--- config.mk ---
export PLATFORM = sky130hd
export DESIGN_NAME = spoofer_sink_avst_flat
export DESIGN_NICKNAME = d
export VERILOG_FILES = /design/src/rtl/spoofer_pkg.sv /design/src/rtl/spoofer_sink_avst_if.sv /design/src/rtl/spoofer_sink_avst_lfsr16.sv /design/src/rtl/spoofer_sink_avst.sv /design/src/flat_wrapper.sv
export SDC_FILE = /design/constraint.sdc
export NUM_CORES = 1
export LEC_CHECK = 0
export ABC_AREA = 1
export CAP_MARGIN = 25
export CORE_MARGIN = 2
export CORE_UTILIZATION = 50
export DETAILED_ROUTE_END_ITERATION = 7
export GPL_TIMING_DRIVEN = 1
export PLACE_DENSITY_LB_ADDON = 0.05
export SLEW_MARGIN = 20
export SYNTH_ARGS = -nofsm -noshare
export SYNTH_HDL_FRONTEND = slang
export SYNTH_SLANG_ARGS = --single-unit
--- constraint.sdc ---
create_clock -name clk -period 4 [get_ports clk]
set_input_delay 0.6 -clock clk [delete_from_list [all_inputs] [get_ports clk]]
set_output_delay 0.6 -clock clk [all_outputs]
set_load 0.03 [all_outputs]
--- src/rtl/spoofer_pkg.sv ---
// Shared definitions for the spoofer source and the spoofer Avalon-ST sink.
package spoofer_pkg;

   localparam int unsigned DEFAULT_DATA_WIDTH = 32;
   localparam int unsigned DEFAULT_STEP       = 1;
   localparam logic [15:0] DEFAULT_LFSR_SEED  = 16'hACE1;

   // Saturation ceiling for the sink's mismatch counter.
   localparam logic [15:0] ERR_COUNT_MAX = 16'hFFFF;

   localparam int unsigned SINK_STATE_COUNT = 3;
   localparam int unsigned SINK_STATE_W     = $clog2(SINK_STATE_COUNT);

   typedef enum logic [SINK_STATE_W-1:0] {
      IDLE,
      LOCK,
      CHECK
   } sink_state_t;

endpackage

--- src/rtl/spoofer_sink_avst_if.sv ---
// Avalon-ST beat channel (valid/data/ready) between a spoofer source and a sink.
interface spoofer_sink_avst_if
   import spoofer_pkg::*;
#(
   parameter int unsigned DATA_WIDTH = DEFAULT_DATA_WIDTH
);

   logic                  valid;
   logic [DATA_WIDTH-1:0] data;
   logic                  ready;

   modport master (
      output valid,
      output data,
      input  ready
   );

   modport slave (
      input  valid,
      input  data,
      output ready
   );

endinterface

--- src/rtl/spoofer_sink_avst_lfsr16.sv ---
// 16-bit Fibonacci LFSR (taps 16,14,13,11) used as the sink's throttle source.
// load has priority over advance and restores SEED.
module lfsr16
   import spoofer_pkg::*;
#(
   parameter logic [15:0] SEED = DEFAULT_LFSR_SEED
) (
   input  logic        clk,
   input  logic        rst,
   input  logic        advance,
   input  logic        load,
   output logic [15:0] q
);

   logic [15:0] lfsr_q;
   logic [15:0] lfsr_d;
   logic        feedback;

   // Next LFSR value: reload, shift, or hold.
   always_comb begin
      feedback = lfsr_q[15] ^ lfsr_q[13] ^ lfsr_q[12] ^ lfsr_q[10];
      lfsr_d   = lfsr_q;
      if (load) begin
         lfsr_d = SEED;
      end else if (advance) begin
         lfsr_d = {lfsr_q[14:0], feedback};
      end
   end

   // LFSR register, seeded on reset.
   always_ff @(posedge clk or posedge rst) begin
      if (rst) begin
         lfsr_q <= SEED;
      end else begin
         lfsr_q <= lfsr_d;
      end
   end

   assign q = lfsr_q;

endmodule

--- src/rtl/spoofer_sink_avst.sv ---
// Avalon-ST sink terminating the spoofer stream: locks onto the incrementing
// data sequence, counts accepted beats and sequence mismatches.
// Optional pseudo-random backpressure: define SPOOFER_SINK_THROTTLE_EN.
module spoofer_sink_avst
   import spoofer_pkg::*;
#(
   parameter int unsigned DATA_WIDTH = DEFAULT_DATA_WIDTH,
   parameter int unsigned STEP       = DEFAULT_STEP,
   parameter logic [15:0] LFSR_SEED  = DEFAULT_LFSR_SEED
) (
   input  logic                  clk,
   input  logic                  rst,
   input  logic                  enable,
   input  logic                  clear,
   spoofer_sink_avst_if.slave    st,
   output logic                  locked,
   output logic [31:0]           beat_count,
   output logic [15:0]           err_count,
   output logic                  err_sticky,
   output logic [DATA_WIDTH-1:0] last_data
);

   localparam logic [DATA_WIDTH-1:0] STEP_V = DATA_WIDTH'(STEP);

   // A zero seed would lock the throttle LFSR in the all-zero state.
   if (LFSR_SEED == 16'h0000) begin : g_seed_check
      $error("spoofer_sink_avst: LFSR_SEED must be nonzero");
   end

   sink_state_t           state_q;
   sink_state_t           state_d;
   logic [DATA_WIDTH-1:0] expected_q;
   logic [DATA_WIDTH-1:0] expected_d;
   logic [31:0]           beat_count_q;
   logic [31:0]           beat_count_d;
   logic [15:0]           err_count_q;
   logic [15:0]           err_count_d;
   logic                  err_sticky_q;
   logic                  err_sticky_d;
   logic [DATA_WIDTH-1:0] last_data_q;
   logic [DATA_WIDTH-1:0] last_data_d;
   logic                  throttle_ok;
   logic                  xfer;

`ifdef SPOOFER_SINK_THROTTLE_EN
   logic [15:0] lfsr_q;

   lfsr16 #(
      .SEED (LFSR_SEED)
   ) u_lfsr (
      .clk     (clk),
      .rst     (rst),
      .advance (state_q != IDLE),
      .load    (clear),
      .q       (lfsr_q)
   );

   assign throttle_ok = (lfsr_q[1:0] != 2'b00);
`else
   assign throttle_ok = 1'b1;
`endif

   // ready is built only from registers and enable/clear, never from valid/data.
   assign xfer = st.valid && st.ready;

   // FSM state register.
   always_ff @(posedge clk or posedge rst) begin
      if (rst) begin
         state_q <= IDLE;
      end else begin
         state_q <= state_d;
      end
   end

   // FSM next-state: clear and enable-low both return to IDLE.
   always_comb begin
      state_d = state_q;
      if (clear) begin
         state_d = IDLE;
      end else begin
         unique case (state_q)
            IDLE:    if (enable) state_d = LOCK;
            LOCK: begin
               if (!enable)   state_d = IDLE;
               else if (xfer) state_d = CHECK;
            end
            CHECK:   if (!enable) state_d = IDLE;
            default: state_d = IDLE;
         endcase
      end
   end

   // FSM outputs: handshake ready and lock indication.
   always_comb begin
      st.ready = enable && !clear && (state_q != IDLE) && throttle_ok;
      locked   = (state_q == CHECK);
   end

   // Datapath next values: clear wins, otherwise update only on a transfer.
   always_comb begin
      expected_d   = expected_q;
      beat_count_d = beat_count_q;
      err_count_d  = err_count_q;
      err_sticky_d = err_sticky_q;
      last_data_d  = last_data_q;
      if (clear) begin
         expected_d   = '0;
         beat_count_d = '0;
         err_count_d  = '0;
         err_sticky_d = 1'b0;
      end else if (xfer) begin
         beat_count_d = beat_count_q + 32'd1;
         last_data_d  = st.data;
         if (state_q == CHECK && st.data == expected_q) begin
            expected_d = expected_q + STEP_V;
         end else begin
            // Lock beat and mismatches both resync onto the received data.
            expected_d = st.data + STEP_V;
            if (state_q == CHECK) begin
               err_sticky_d = 1'b1;
               if (err_count_q != ERR_COUNT_MAX) begin
                  err_count_d = err_count_q + 16'd1;
               end
            end
         end
      end
   end

   // Datapath registers.
   always_ff @(posedge clk or posedge rst) begin
      if (rst) begin
         expected_q   <= '0;
         beat_count_q <= '0;
         err_count_q  <= '0;
         err_sticky_q <= 1'b0;
         last_data_q  <= '0;
      end else begin
         expected_q   <= expected_d;
         beat_count_q <= beat_count_d;
         err_count_q  <= err_count_d;
         err_sticky_q <= err_sticky_d;
         last_data_q  <= last_data_d;
      end
   end

   assign beat_count = beat_count_q;
   assign err_count  = err_count_q;
   assign err_sticky = err_sticky_q;
   assign last_data  = last_data_q;

endmodule

--- src/flat_wrapper.sv ---
// flat-port wrapper written by rule: the top's interface ports become plain ports
module spoofer_sink_avst_flat import spoofer_pkg::*;
#(
   parameter int unsigned DATA_WIDTH = DEFAULT_DATA_WIDTH,
   parameter int unsigned STEP       = DEFAULT_STEP,
   parameter logic [15:0] LFSR_SEED  = DEFAULT_LFSR_SEED
)
  (clk, rst, enable, clear, locked, beat_count, err_count, err_sticky, last_data, st_valid, st_data, st_ready);
  spoofer_sink_avst_if #(.DATA_WIDTH(DATA_WIDTH)) st_i ();
  input  logic clk;
  input  logic rst;
  input  logic enable;
  input  logic clear;
  output logic locked;
  output logic [31:0] beat_count;
  output logic [15:0] err_count;
  output logic err_sticky;
  output logic [DATA_WIDTH-1:0] last_data;
  input wire logic [$bits(st_i.valid)-1:0] st_valid;
  input wire logic [$bits(st_i.data)-1:0] st_data;
  output wire logic [$bits(st_i.ready)-1:0] st_ready;
  assign st_i.valid = st_valid;
  assign st_i.data = st_data;
  assign st_ready = st_i.ready;
  spoofer_sink_avst #(.DATA_WIDTH(DATA_WIDTH), .STEP(STEP), .LFSR_SEED(LFSR_SEED)) u_core (.clk(clk), .rst(rst), .enable(enable), .clear(clear), .st(st_i), .locked(locked), .beat_count(beat_count), .err_count(err_count), .err_sticky(err_sticky), .last_data(last_data));
endmodule
==> out/qor.yml <==
run_status:
  status: "finished, final reports clean"
worst_setup_path:
  start_kind: "input pin"
  endpoint: "st_ready"
  cp_slowest_stage_delay_ns: 0.72
  crit_arrival_ns: 2.08
  required_ns: 3.40
  reg2reg_depth: 10
  critPathTopFamily: "buffers and inverters"
  r2r_start: "u_core.state_q[1]$_DFFE_PP0P_"
  reg2reg_slack_ns: 1.85
  crit_type: "in2out"
  crit_buf_inv: 3
  crit_slowest_cell: "clkdlybuf4s50_1"
  cp-startpoint: "clear"
  reg2reg_to: "u_core.beat_count[9]$_DFFE_PP0P_"
  path_cells: "clkdlybuf4s50_1 > inv_2 > nand2_1 > nor2_2 > clkdlybuf4s50_1"
  crit_fanout: 4
  crit_path_frequent_cell: "clkdlybuf4s50_1"
  cp-end-kind: "primary output"
  worstSetupPathDepth: 5
cts:
  cts-hold-fix-buffers: 0
  cts-resized-gates: 0
  numClockSinks: 115
  h-tree-depth: 4
  cts_setup_buffers: 0
  cts_buffers: 17
  tritoncts: "yes"
  clockRootBuffer: "clkbuf_16"
  clk_latency_ns: 0.42
  clockBufferDepth: 2
  clkTransAtPathRegs_ns: 0.05
synth:
  synth_compound_area_share_pct: 10.4
  synth_top_area_share_pct: 39.9
  synth_area_leaders: "dfrtp_1 (40%), nand2_1 (17%), nor2_1 (6.2%), inv_1 (5.4%), o21ai_0 (4.6%)"
  synth_seq_cells: 115
  yosysSeqAreaShare_pct: 39.9
  synth_xor_area_share_pct: 1.46
  synth_nets: 1100
  synthCells: 1060
  synth-simple-area-share_pct: 38.3
  synth_top_family_by_area: "simple AND/OR/NAND/NOR gates"
  yosys.area.top_type: "dfrtp_1"
  yosysWarnings: 0
  synthAdderAreaFrac_pct: 0.521
  synth_area_um2: 7210
  synth_cell_types: 42
  synth.mux.area_fraction_pct: 0
  avgSynthCellArea_um2: 6.80
sta:
  setup-violations-final: 0
  fmax_ghz: 0.373
  period_minus_slack_ns: 2.68
  tns_ns: 0
  fin_skew_ns: 0.00896
  grt_setup_unrepaired: "no"
  hold_viol: 0
  slew_headroom_pct: 49.0
  worst_slew_pin_slew_ns: 0.762
  finalCritPeriodShare_pct: 66.9
  maxSlewViolCount: 0
floorplan:
  core-area_um2: 14000
  start_util_pct: 51.5
  ios: 120
  die_h_um: 124
  num_rows: 43
  die_width_um: 124
  die-area_um2: 15400
power_and_ir_drop:
  internal-power_mw: 2.51
  power.density_nw_per_um2: 387
  power_mw: 3.54
  p_leak_nw: 4.17
  clkPwrFrac_pct: 44.0
  power_switching_mw: 1.03
  irDropWorstVdd_uv: 311
  swShare_pct: 29.1
  combPwrFrac_pct: 18.9
  seq_power_share_pct: 37.1
global_route:
  grt_use_total_pct: 28.5
  grt-ovfl-total: 0
  antenna_found_initial: 0
  grt_pass1_vias: 6692
  grt_pass1_wl_mm: 33.9
  grt_max_degree: 58
detailed_routing:
  routed_wirelength_mm: 20.6
  via_per_inst: 5.38
  drc: 0
  antenna_violating_nets_post_route: 0
  routed-via-count: 7353
  drt_pass1_iterations: 6
  dr.first_iter.drc_count: 715
  wl_per_cell_um: 15.1
layout:
  antennaDiodeCount: 0
  final_nets: 1215
  final_common_cell: "nand2_1"
  mostFrequentLayoutCells: "nand2_1 (333), nor2_1 (120), clkdlybuf4s50_1 (119)"
  drive_gt1_share_pct: 8.76
  multi_input_area_um2: 3650
  fillCellCount: 1283
  area_delta_synth_final_pct: 26.8
  seqCellArea_um2: 2880
flow_run:
  drv_cap: 0
placement:
  port_buffers: 119
  globalplace.congestion: 0.964
  hpwl_mm: 14.7
worst_hold_path:
  hp-start: "u_core.last_data[24]$_DFFE_PP0P_"
  hold_path.class: "reg2reg"
[flip-flops by register name, summed over array words and instances (netlist names)]
register,count
u_core.beat_count,32
u_core.expected_q,32
u_core.last_data,32
u_core.err_count,16
u_core.state_q,2
u_core.err_sticky,1
[worst min-delay path by stage]
stage | end | slack [ns] | cells past startpoint
after floorplan | u_core.state_q[0]$_DFFE_PP0P_ | 0.46 | 1
after global placement | u_core.last_data[31]$_DFFE_PP0P_ | 0.47 | 2
after detailed placement | u_core.last_data[31]$_DFFE_PP0P_ | 0.47 | 2
after CTS | u_core.last_data[31]$_DFFE_PP0P_ | 0.49 | 2
after global routing | u_core.last_data[26]$_DFFE_PP0P_ | 0.50 | 2
final | u_core.last_data[24]$_DFFE_PP0P_ | 0.48 | 2
[cell families after synthesis]
family | Yosys count
compound gates | 140
xor+xnor | 12
fa+ha+maj | 3
buf+inv | 172
flops | 115
simple gates | 618
[routing by layer]
layer  up-vias  GRT usage, %  part of all wire, %
li1       3658             -                    -
met1      3394          41.0                   47
met2       268          43.4                   45
met3        33          5.63                  6.8
met4         0          8.57                  1.8
met5         -             0                    0
[through the flow]
stage	area, µm²	setup WS, ns	cells	hold WS, ns	util [%]
3_3_place_gp	8550	1.11	1336	0.466	61.1
6_report	9140	1.32	1367	0.481	65.4
4_1_cts	9140	1.31	1367	0.485	65.4
5_1_grt	9140	1.29	1367	0.499	65.4
2_1_floorplan	7210	0.356	1060	0.460	-
3_5_place_dp	8550	1.08	1336	0.473	61.1
[power by group through the flow]
stage | clock network (mW) | registers [mW] | logic [mW]
2_1_floorplan | 0 | 1.50 | 0.205
3_3_place_gp | 0 | 1.33 | 0.665
3_5_place_dp | 0 | 1.33 | 0.669
4_1_cts | 1.57 | 1.31 | 0.674
5_1_grt | 1.63 | 1.32 | 0.729
6_report | 1.56 | 1.31 | 0.670
[cells in the mapped netlist]
master,instances
a2111oi_0,1
a31oi_1,2
nor2_1,120
nor3_2,3
nand4_2,1
buf_8,1
nor3_4,5
nor3_1,31
and2_4,1
o21a_1,3
nand2_1,334
o21ai_2,1
nand3_1,47
dfrtp_1,115
nor3b_1,5
o22ai_1,16
a211oi_1,1
o31ai_1,1
nor2_2,4
or4_1,1
or2_2,1
inv_1,103
o21ai_1,19
nand3_4,1
nand3_2,7
ha_1,3
nor2_4,3
xnor2_1,2
xor2_1,10
inv_2,33
o21ai_0,66
and3_1,2
clkbuf_1,13
clkinv_1,6
nor4_1,3
nand4_1,43
buf_6,1
nand2_2,6
buf_1,3
buf_2,12
a21oi_1,29
o32ai_1,1
[worst register-to-register path: stages (launching register included)]
cell	delay [ns]
dfrtp_1	0.38
nor2_1	0.07
nor2_2	0.14
nand2_2	0.08
buf_4	0.27
inv_2	0.47
nand3_1	0.20
nor3_2	0.17
nand2_1	0.09
o21ai_1	0.12
nor2_1	0.05
[cell type report]
class | count | area share (%)
clock inverter | 10 | 1.45
clock buffer | 21 | 5.04
multi-input combinational | 773 | 40.0
inverter | 142 | 5.86
tap | 180 | 2.46
timing repair buffer | 126 | 13.7
sequential | 115 | 31.5
No activity file was read; power rests on OpenSTA's default activity.
